[src/rtl/uart_rx_ctrl.sv]
// UART receive frame controller: IDLE/START/DATA/PARITY/STOP sequencing.
// Define UART_RX_ERR_STATUS_EN to expose par_err_flag/stp_err_flag.
module uart_rx_ctrl #(
  parameter int PRESCALE_WIDTH = 6
) (
  input  logic                      CLK,
  input  logic                      RST,
  input  logic                      RX_IN,
  input  logic                      PAR_EN,
  input  logic [PRESCALE_WIDTH-1:0] Prescale,
  input  logic                      strt_glitch,
  input  logic                      par_err,
  input  logic                      stp_err,
  output logic [PRESCALE_WIDTH-1:0] edge_cnt,
  output logic [3:0]                bit_cnt,
  output logic                      dat_samp_en,
  output logic                      strt_chk_en,
  output logic                      deser_en,
  output logic                      par_chk_en,
  output logic                      stp_chk_en,
  output logic                      data_valid,
`ifdef UART_RX_ERR_STATUS_EN
  output logic                      par_err_flag,
  output logic                      stp_err_flag,
`endif
  output logic                      busy
);

  localparam int W = PRESCALE_WIDTH;
  localparam logic [W-1:0] P_MIN = W'(8);
  localparam logic [W-1:0] ONE = W'(1);
  localparam logic [W-1:0] TWO = W'(2);

  typedef enum logic [2:0] {
    IDLE,
    START,
    DATA,
    PARITY,
    STOP
  } state_t;

  state_t         state;
  state_t         nxt_state;
  logic [W-1:0]   p_r;
  logic [W-1:0]   nxt_p;
  logic [W-1:0]   nxt_edge;
  logic [W-1:0]   chk_pt;
  logic [W-1:0]   nxt_chk;
  logic [3:0]     nxt_bit;
  logic           bit_end;
  logic           at_chk;
  logic           nxt_dv;
  logic           start_ent;
  logic           glitch_f;
  logic           par_f;
  logic           stp_f;

  assign chk_pt    = (p_r >> 1) + TWO;
  assign nxt_chk   = (nxt_p >> 1) + TWO;
  assign bit_end   = (edge_cnt == p_r - ONE);
  assign at_chk    = (edge_cnt == chk_pt);
  assign start_ent = (state == IDLE) && (nxt_state == START);

`ifdef UART_RX_ERR_STATUS_EN
  assign par_err_flag = par_f;
  assign stp_err_flag = stp_f;
`endif

  always_comb begin
    nxt_state = state;
    nxt_edge  = '0;
    nxt_bit   = bit_cnt;
    nxt_p     = p_r;
    nxt_dv    = 1'b0;
    if (state != IDLE)
      nxt_edge = bit_end ? '0 : edge_cnt + ONE;
    unique case (state)
      IDLE: begin
        nxt_bit = '0;
        if (!RX_IN) begin
          nxt_state = START;
          nxt_p     = (Prescale < P_MIN) ? P_MIN : Prescale;
        end
      end
      START: begin
        if (bit_end) begin
          nxt_state = glitch_f ? IDLE : DATA;
          nxt_bit   = '0;
        end
      end
      DATA: begin
        if (bit_end) begin
          if (bit_cnt == 4'd7) begin
            nxt_bit   = '0;
            nxt_state = PAR_EN ? PARITY : STOP;
          end else begin
            nxt_bit = bit_cnt + 4'd1;
          end
        end
      end
      PARITY: begin
        if (bit_end)
          nxt_state = STOP;
      end
      STOP: begin
        if (bit_end) begin
          nxt_state = IDLE;
          nxt_dv    = !par_f && !stp_f;
        end
      end
      default: nxt_state = IDLE;
    endcase
  end

  // Strobes are registered from next-state values so they line up with edge_cnt
  always_ff @(posedge CLK or negedge RST) begin
    if (!RST) begin
      state       <= IDLE;
      edge_cnt    <= '0;
      bit_cnt     <= '0;
      p_r         <= P_MIN;
      glitch_f    <= 1'b0;
      par_f       <= 1'b0;
      stp_f       <= 1'b0;
      busy        <= 1'b0;
      dat_samp_en <= 1'b0;
      strt_chk_en <= 1'b0;
      deser_en    <= 1'b0;
      par_chk_en  <= 1'b0;
      stp_chk_en  <= 1'b0;
      data_valid  <= 1'b0;
    end else begin
      state       <= nxt_state;
      edge_cnt    <= nxt_edge;
      bit_cnt     <= nxt_bit;
      p_r         <= nxt_p;
      busy        <= (nxt_state != IDLE);
      dat_samp_en <= (nxt_state != IDLE);
      strt_chk_en <= (nxt_state == START) && (nxt_edge == nxt_chk);
      deser_en    <= (nxt_state == DATA) && (nxt_edge == nxt_chk);
      par_chk_en  <= (nxt_state == PARITY) && (nxt_edge == nxt_chk);
      stp_chk_en  <= (nxt_state == STOP) && (nxt_edge == nxt_chk);
      data_valid  <= nxt_dv;
      if (start_ent) begin
        glitch_f <= 1'b0;
        par_f    <= 1'b0;
        stp_f    <= 1'b0;
      end else begin
        if (state == START && at_chk)
          glitch_f <= strt_glitch;
        if (state == PARITY && at_chk && par_err)
          par_f <= 1'b1;
        if (state == STOP && at_chk && stp_err)
          stp_f <= 1'b1;
      end
    end
  end

endmodule

[config.mk]
export PLATFORM = sky130hd
export DESIGN_NAME = uart_rx_ctrl
export DESIGN_NICKNAME = d
export VERILOG_FILES = /design/src/rtl/uart_rx_ctrl.sv
export SDC_FILE = /design/constraint.sdc
export NUM_CORES = 1
export LEC_CHECK = 0
export BUFFER_PORTS_ARGS = -buffer_cell sky130_fd_sc_hd__clkbuf_2
export CAP_MARGIN = 5
export CORE_MARGIN = 5
export CORE_UTILIZATION = 61
export CTS_CLUSTER_DIAMETER = 30
export DETAILED_ROUTE_END_ITERATION = 10
export PLACE_DENSITY_LB_ADDON = 0.08
export SETUP_SLACK_MARGIN = 0.2
export SLEW_MARGIN = 20
export SYNTH_ARGS = -nofsm -noshare
export SYNTH_HDL_FRONTEND = slang
export SYNTH_SLANG_ARGS = --single-unit
[constraint.sdc]
create_clock -name CLK -period 4.6 [get_ports CLK]
set_clock_uncertainty 0.15 [all_clocks]
set_input_delay 0.46 -clock CLK [delete_from_list [all_inputs] [get_ports CLK]]
set_output_delay 0.46 -clock CLK [all_outputs]
set_load 0.02 [all_outputs]
# Word level (Yosys, flattened, before mapping)
# Index checks and enable logic that the tools add are counted.
[totals] reg_bits=28 input_bits=13 out_inout_bits=17 elab_cells=83
[op_classes] n_addsub=5 order_cmp=1 eq_ne=14 n_mux=26 bitwise=1 n_reduce_logical=22
[ops] op="$mux 6" n=5
[ops] op="$mux 3" n=7
[ops] op="$eq 6x6->1" n=3
[ops] op="$pmux 3 s5" n=1
[ops] op="$add 5x2->6 const B" n=2
[ops] op="$eq 3x2->1 const B" n=4
[ops] op="$mux 4" n=3
[ops] op="$pmux 4 s3" n=1
[ops] op="$logic_and 1x1->1" n=11
[ops] op="$reduce_bool 3->1" n=3
[ops] op="$mux 1" n=8
[ops] op="$add 6x1->6 const B" n=1
[ops] op="$eq 3x1->1 const B" n=2
[ops] op="$eq 3x3->1 const B" n=2
[ops] op="$lt 6x4->1 const B" n=1
[ops] op="$reduce_bool 2->1" n=3
[ops] op="$sub 6x1->6 const B" n=1
[ops] op="$add 4x1->4 const B" n=1
[ops] op="$eq 4x3->1 const B" n=1
[ops] op="$ne 2x2->1 const B" n=2
[ops] op="$logic_not 3->1" n=1
[ops] op="$reduce_and 3->1" n=1
[ops] op="$logic_not 1->1" n=2
[ops] op="$mux 2" n=1
[ops] op="2 further kinds" n=2

# Depth between registers and ports, before layout
# Gate-level depths: netlist of run 1.
[logic_depth] ltp_word=7 mapped_depth=13 depth_no_buf=11

# Least setup slack after synthesis of run 1
# Ideal clock, no wire load.
[synth_timing] path_type="reg-to-reg" from="register state[2]" to="register stp_chk_en" setup_ns=0.130 arrival_ns=2.852 slack_ns=1.468 path_stages_with_launch=14 n_path_buf=2 synth_period_minus_slack_ns=3.132 path_cell_list="dfrtp_1 clkbuf_1 nor4_4 clkbuf_1 o21ai_0 o21ai_0 ha_1 nand3_1 mux2i_1 nand2b_1 mux2i_1 o211a_1 o22ai_2 nor3b_2"
[synth_via] elab_chain_len=5
[synth_rtl] item="start: declaration" line_no="42" source="state_t state;"
[synth_rtl] item="start signal: assignment" line_no="133" source="state <= nxt_state;"
[synth_rtl] item="$logic_not 3->1" line_no="77" source="unique case (state)"
[synth_rtl] item="$mux 6" line_no="77"
[synth_rtl] item="net nxt_p[3]" line_no="45" source="logic [W-1:0] nxt_p;"
[synth_rtl] item="$add 5x2->6" line_no="59" source="assign nxt_chk = (nxt_p >> 1) + TWO;"
[synth_rtl] item="$eq 6x6->1" line_no="142" source="stp_chk_en <= (nxt_state == STOP) && (nxt_edge == nxt_chk);"
[synth_rtl] item="$logic_and 1x1->1" line_no="142"
[synth_rtl] item="end signal: assignment" line_no="142"
[synth_rtl] item="end: declaration" line_no="20" source="output logic stp_chk_en,"
# The timed path passes the listed nets, and every way through them passes these cells.
# A chain may end at the register's enable or synchronous reset.

# Worst setup path after layout of run 1
# Ends and elaborated chain as after synthesis.

==> flow_metrics.env, run 1 <==
export IMPL_status="finished, violations left"
export IMPL_violations="negative hold slack"
export IMPL_p_switching_mw=0.789
export IMPL_place_ws_ns=1.18
export IMPL_hold_violations=14
export IMPL_grt_pass1_vias=1595
export IMPL_pin_count=30
export IMPL_setup_violations_final=0
export IMPL_r2r_slack_ns=1.14
export IMPL_wl_per_cell_um=16.0
export IMPL_synth_xor_area_share_pct=10.2
export IMPL_cts_resized=0
export IMPL_grt_max_degree=29
export IMPL_path_common_cell="mux2i_1"
export IMPL_slowest_stage="dfrtp_1"
export IMPL_syn_avg_cell_area_um2=9.35
export IMPL_synthTopCellsByArea="dfrtp_1, xnor2_1, ha_1"
export IMPL_async_reset_ff_share_pct=100
export IMPL_cp_arrival_ns=3.54
export IMPL_start_util_pct=64.1
export IMPL_clkLatencyLatePin_ns=0.33
export IMPL_synth_seq_cells=28
export IMPL_combinationalPowerShare_pct=60.2
export IMPL_grt_setup_unrepaired="no"
export IMPL_nNetsFinal=249
export IMPL_drtIter0Drc=145
export IMPL_critical_path_class="reg -> reg"
export IMPL_yosysTopAreaCell="dfrtp_1"
export IMPL_row_count=20
export IMPL_die_h_um=66.9
export IMPL_areaGrowthSynthToFinish_pct=9.26
export IMPL_core_area_um2=3080
export IMPL_yosys_area_share_adder_pct=4.44
export IMPL_cap_violations=0
export IMPL_slew_violations=0
export IMPL_vdd_drop_max_uv=500
export IMPL_dpl_cell_area_um2=2100
export IMPL_clock_path_buffers=2
export IMPL_die_area_um2=4470
export IMPL_fin_crit_sh_pct=75.1
export IMPL_drive_above_1_share_pct=21.9
export IMPL_total_power_mw=1.63
export IMPL_p_leak_nw=0.957
export IMPL_fin_cells=272
export IMPL_cts_tree="yes"
export IMPL_cts_root_buf="clkbuf_4"
export IMPL_r2r_start="state[2]$_DFF_PN0_"
export IMPL_synth_compound_area_share_pct=17.8
export IMPL_cts_inserted_buffers=3
export IMPL_seq_area_frac_synth_pct=35.6
export IMPL_tns_ns=0
export IMPL_crit_fanout=16
export IMPL_totalWireLength_um=4340
export IMPL_syn_inst=211
export IMPL_vias_per_cell=6.02
export IMPL_dpl_hpwl_um=3380
export IMPL_ys_warn_count=0
export IMPL_cp_startpoint="state[2]$_DFF_PN0_"
export IMPL_synth_mux_area_share_pct=3.61
export IMPL_yosysTopAreaCellShare_pct=34.2
export IMPL_diodes=0
export IMPL_grtUsageTotal_pct=22.1
export IMPL_ant_nets=0
export IMPL_worst_hold_path_type="in -> async"
export IMPL_design_area_um2=2160
export IMPL_min_period_ns=3.46
export IMPL_clock_sinks=28
export IMPL_syn_nets=231
export IMPL_syn_cell_area_um2=1970
export IMPL_max_freq_mhz=289
export IMPL_hold_ws_ns=-0.00566
export IMPL_switching_share_pct=48.5
export IMPL_ctsHoldBuffers=0
export IMPL_tightest_slew_ns=0.833
export IMPL_cts_setup_buffers=0
export IMPL_required_ns=4.68
export IMPL_route_vias_total=1638
export IMPL_synth_simple_area_share_pct=22.4
export IMPL_final_core_util_pct=70.0
export IMPL_relSlewSlack_pct=43.0
export IMPL_crit_family="simple AND/OR/NAND/NOR gates"
export IMPL_critical_path_max_stage_delay_ns=0.61
export IMPL_startpoint_type="flip-flop"
export IMPL_cts_htree_levels=1
export IMPL_place_congestion=0.844
export IMPL_place_inst=268
export IMPL_yosysMostFrequentCell="dfrtp_1"
export IMPL_crit_path_end_kind="flip-flop"
export IMPL_synth_top_family_by_area="simple AND/OR/NAND/NOR gates"
export IMPL_setup_ws_ns=1.14
export IMPL_port_buffers=29
export IMPL_post_route_drc_count=0
export IMPL_pwr_share_seq_pct=29.8
export IMPL_synth_cell_types=59
export IMPL_power_density_nw_per_um2=755
export IMPL_grt_first_pass_wirelength_um=7580
export IMPL_crit_buf_inv=0
export IMPL_synthTopCellsByCount="dfrtp_1, nor2_1, xnor2_1, clkbuf_1"
export IMPL_synth_edf_count=0
export IMPL_fp_dieW_um=66.9
export IMPL_grt_ovfl_total=0
export IMPL_synth_ff_type="dfrtp_1"
export IMPL_intPower_mw=0.838
export IMPL_clk_pin_slew_worst_paths_ns=0.15
export IMPL_antenna_found_initial=0
export IMPL_drt_pass1_iter_count=4
export IMPL_crit_chain="nor4_4 > mux2i_1 > ha_1 > nand3_1 > mux2i_1 > nand2b_1 > mux2i_1 > o211a_1 > o22ai_2 > nor3b_2"
export IMPL_clkPwrFrac_pct=10.0
metal layers:
| metal | part of all wire, % | vias to the layer above | track usage, % |
|---|---|---|---|
| met5 | 0 | - | 0 |
| li1 | - | 790 | - |
| met4 | 0.41 | 0 | 5.57 |
| met1 | 48 | 803 | 31.4 |
| met2 | 47 | 43 | 35.4 |
| met3 | 4.8 | 2 | 2.70 |
flip-flops by register name, summed over array words and instances, names as in the netlist:
signal       count
state            3
data_valid       1
stp_chk_en       1
edge_cnt         6
par_chk_en       1
busy             1
p_r              6
strt_chk_en      1
par_f            1
deser_en         1
stp_f            1
glitch_f         1
bit_cnt          4
layout make-up:
type,instances,area (um2)
inverters,11,41.3
flip-flops and latches,28,702
well taps,44,55.1
clock buffers,3,22.5
fillers,265,922
multi-input cells,155,1150
clock inverters,1,30.0
repair buffers,30,153
final timing paths:
check | to | cells past startpoint
max in group asynchronous | edge_cnt[0]$_DFF_PN0_ | 1
min in group CLK | glitch_f$_DFFE_PN0P_ | 3
worst min register to register | data_valid$_DFF_PN0_ | 1
worst max register to register | stp_chk_en$_DFF_PN0_ | 10
worst max-delay path | stp_chk_en$_DFF_PN0_ | 10
worst min-delay path | stp_chk_en$_DFF_PN0_ | 1
worst reg2reg max path: cells and delay by family (launching register included):
family,cells,cell delay (ns)
flops,1,0.61
mux,3,0.83
simple gates,4,0.93
fa+ha+maj,1,0.28
compound gates,2,0.54
cells in the final DEF, fill, tap and decap left out, drive strengths merged, types with 3 or more instances in the layout:
cell type	count
dfrtp	27
nor2	21
clkbuf	32
and2	3
nand3	10
o21ai	7
nor3	5
nand2	11
xor2	9
a21oi	4
a41oi	3
and3	3
xnor2	14
inv	11
nand2b	3
mux2i	6
nor4	6
o31ai	5
a31oi	4
ha	7
a2111oi	3
power by group through the flow:
| stage | clock network [mW] | registers (mW) | logic (mW) |
|---|---|---|---|
| final | 0.162 | 0.485 | 0.980 |
| after global routing | 0.181 | 0.502 | 1.08 |
| after CTS | 0.166 | 0.483 | 0.983 |
| after detailed placement | 0 | 0.488 | 0.977 |
| after global placement | 0 | 0.480 | 0.942 |
| after floorplan | 0 | 0.430 | 0.832 |
cell families (layout without fill, tap and decap cells):
logic type,Yosys count,in the layout
DFF,28,28
and+or+nand+nor,76,76
xor gates and xnor gates,23,23
AOI/OAI and AO/OA,42,42
muxes,7,7
buffers and inverters,28,45
adders and majority gates,7,7
Note: power is estimated with default switching activity, not from simulation.
==> run 2: changes to the inputs <==
CORE_UTILIZATION = 57   (was 61)
clock period = 3.3 ns   (was 4.6 ns; I/O delays follow)
==> run 2 against run 1 <==
  * Die area up 5.9%
  * Hold slack improved by 0.098 ns
  * Largest cell class unchanged
  * Clock power increased by 41%
  * Clock-buffer cell count unchanged
  * Routed wire length is 6.2% higher
  * The run now ends clean
  * Final cell count is 4.4% higher
  * Critical endpoint is now busy$_DFF_PN0_
==> flow_metrics.env, run 2 (synthesis results as in run 1) <==
export IMPL_total_power_mw=2.38
export IMPL_dpl_hpwl_um=3600
export IMPL_cts_htree_levels=1
export IMPL_cts_inserted_buffers=3
export IMPL_vdd_drop_max_uv=556
export IMPL_power_density_nw_per_um2=1050
export IMPL_antenna_found_initial=0
export IMPL_grt_pass1_vias=1645
export IMPL_largestRegisters="edge_cnt x6, p_r x6, bit_cnt x4"
export IMPL_fin_crit_sh_pct=89.6
export IMPL_post_route_drc_count=0
export IMPL_setup_violations_final=0
export IMPL_areaGrowthSynthToFinish_pct=14.8
export IMPL_r2r_start="p_r[2]$_DFF_PN0_"
export IMPL_pin_count=30
export IMPL_required_ns=3.37
export IMPL_relSlewSlack_pct=52.4
export IMPL_tightest_slew_ns=0.714
export IMPL_whs_path_depth=3
export IMPL_place_ws_ns=0.232
export IMPL_grt_max_degree=29
export IMPL_final_core_util_pct=67.9
export IMPL_r2r_slack_ns=0.34
export IMPL_clock_sinks=28
export IMPL_drtIter0Drc=80
export IMPL_cap_violations=0
export IMPL_r2r_end="busy$_DFF_PN0_"
export IMPL_clk_pin_slew_worst_paths_ns=0.16
export IMPL_wl_per_cell_um=16.2
export IMPL_cp_arrival_ns=3.03
export IMPL_fp_dieW_um=68.8
export IMPL_cts_root_buf="clkbuf_4"
export IMPL_min_from="strt_glitch"
export IMPL_slowest_stage="or4_1"
export IMPL_clkLatencyLatePin_ns=0.33
export IMPL_drt_pass1_iter_count=4
export IMPL_clkPwrFrac_pct=9.6
export IMPL_vias_per_cell=5.76
export IMPL_switching_share_pct=48.2
export IMPL_critical_path_max_stage_delay_ns=0.50
export IMPL_max_freq_mhz=338
export IMPL_row_count=21
export IMPL_crit_fanout=7
export IMPL_port_buffers=29
export IMPL_ant_nets=0
export IMPL_clock_path_buffers=2
export IMPL_grtUsageTotal_pct=21.5
export IMPL_route_vias_total=1637
export IMPL_min_to="glitch_f$_DFFE_PN0P_"
export IMPL_core_area_um2=3340
export IMPL_p_switching_mw=1.15
export IMPL_totalWireLength_um=4610
export IMPL_p_leak_nw=1.00
export IMPL_final_cell_mix="clkbuf_2, dfrtp_1, nor2_1"
export IMPL_intPower_mw=1.23
export IMPL_crit_family="simple AND/OR/NAND/NOR gates"
export IMPL_die_area_um2=4740
export IMPL_crit_path_end_kind="flip-flop"
export IMPL_pwr_share_seq_pct=26.9
export IMPL_setup_ws_ns=0.343
export IMPL_start_util_pct=59.1
export IMPL_min_period_ns=2.96
export IMPL_combinationalPowerShare_pct=63.5
export IMPL_status="completed"
export IMPL_grt_first_pass_wirelength_um=7700
export IMPL_worst_hold_path_type="in -> reg"
export IMPL_startpoint_type="flip-flop"
export IMPL_die_h_um=68.8
export IMPL_tns_ns=0
export IMPL_drive_above_1_share_pct=27.3
export IMPL_grt_setup_unrepaired="no"
export IMPL_grt_ovfl_total=0
export IMPL_cts_tree="yes"
export IMPL_crit_buf_inv=0
export IMPL_rr_worst_depth=6
export IMPL_place_congestion=0.828
export IMPL_nNetsFinal=259
export IMPL_hold_violations=0
export IMPL_crit_chain="or3_4 > or4_4 > a2111oi_4 > and2_2 > a211oi_2 > or4_1"
export IMPL_final_common_cell="clkbuf_2"
export IMPL_critical_path_class="reg -> reg"
export IMPL_diodes=0
export IMPL_slew_violations=0
run 2: per-layer routing:
layer	GRT usage [%]	up-vias	part of all wire [%]
li1	-	805	-
met1	29.8	779	44
met2	36.0	49	49
met3	2.11	4	5.7
met4	5.11	0	1.1
met5	0	-	0
run 2: what timing repair did:
item,CTS,global route
hold buffers,1,0
endpoints found under the setup margin,0,6
gates resized for setup,0,7
endpoints found under the hold margin,27,0
buffers inserted,0,1
run 2: worst max-delay path by stage:
stage / slack, ns / to / start / cells past startpoint
after global routing: 0.19 / deser_en$_DFF_PN0_ / state[2]$_DFF_PN0_ / 12
after CTS: 0.23 / busy$_DFF_PN0_ / p_r[2]$_DFF_PN0_ / 6
after floorplan: 0.26 / stp_chk_en$_DFF_PN0_ / state[0]$_DFF_PN0_ / 13
after detailed placement: 0.23 / busy$_DFF_PN0_ / p_r[2]$_DFF_PN0_ / 6
final: 0.34 / busy$_DFF_PN0_ / p_r[2]$_DFF_PN0_ / 6
after global placement: 0.33 / busy$_DFF_PN0_ / p_r[2]$_DFF_PN0_ / 6
run 2: through the flow:
step | hold WS (ns) | std cells | area [um2]
floorplan | -0.116 | 211 | 1970
global placement | 0.245 | 278 | 2170
detailed placement | 0.261 | 278 | 2170
CTS | 0.0882 | 283 | 2230
global route | 0.0711 | 284 | 2270
finish | 0.0920 | 284 | 2270
run 2: area by class of cell:
| type | count | area, um2 |
|---|---|---|
| fill | 281 | 1070 |
| clock inverter | 1 | 30.0 |
| multi-input combinational | 155 | 1180 |
| timing repair buffer | 40 | 230 |
| inverter | 11 | 41.3 |
| sequential | 28 | 703 |
| tap | 46 | 57.6 |
| clock buffer | 3 | 22.5 |
run 2: tightest hold or removal path: stages:
cell	delay, ns
clkbuf_2	0.08
mux2i_1	0.06
nor2_1	0.08
run 2: power by group through the flow:
stage / combinational, mW / sequential (mW) / clock [mW]
6_report: 1.51 / 0.640 / 0.228
5_1_grt: 1.66 / 0.667 / 0.247
4_1_cts: 1.46 / 0.636 / 0.234
3_5_place_dp: 1.45 / 0.644 / 0
3_3_place_gp: 1.41 / 0.635 / 0
2_1_floorplan: 1.16 / 0.600 / 0
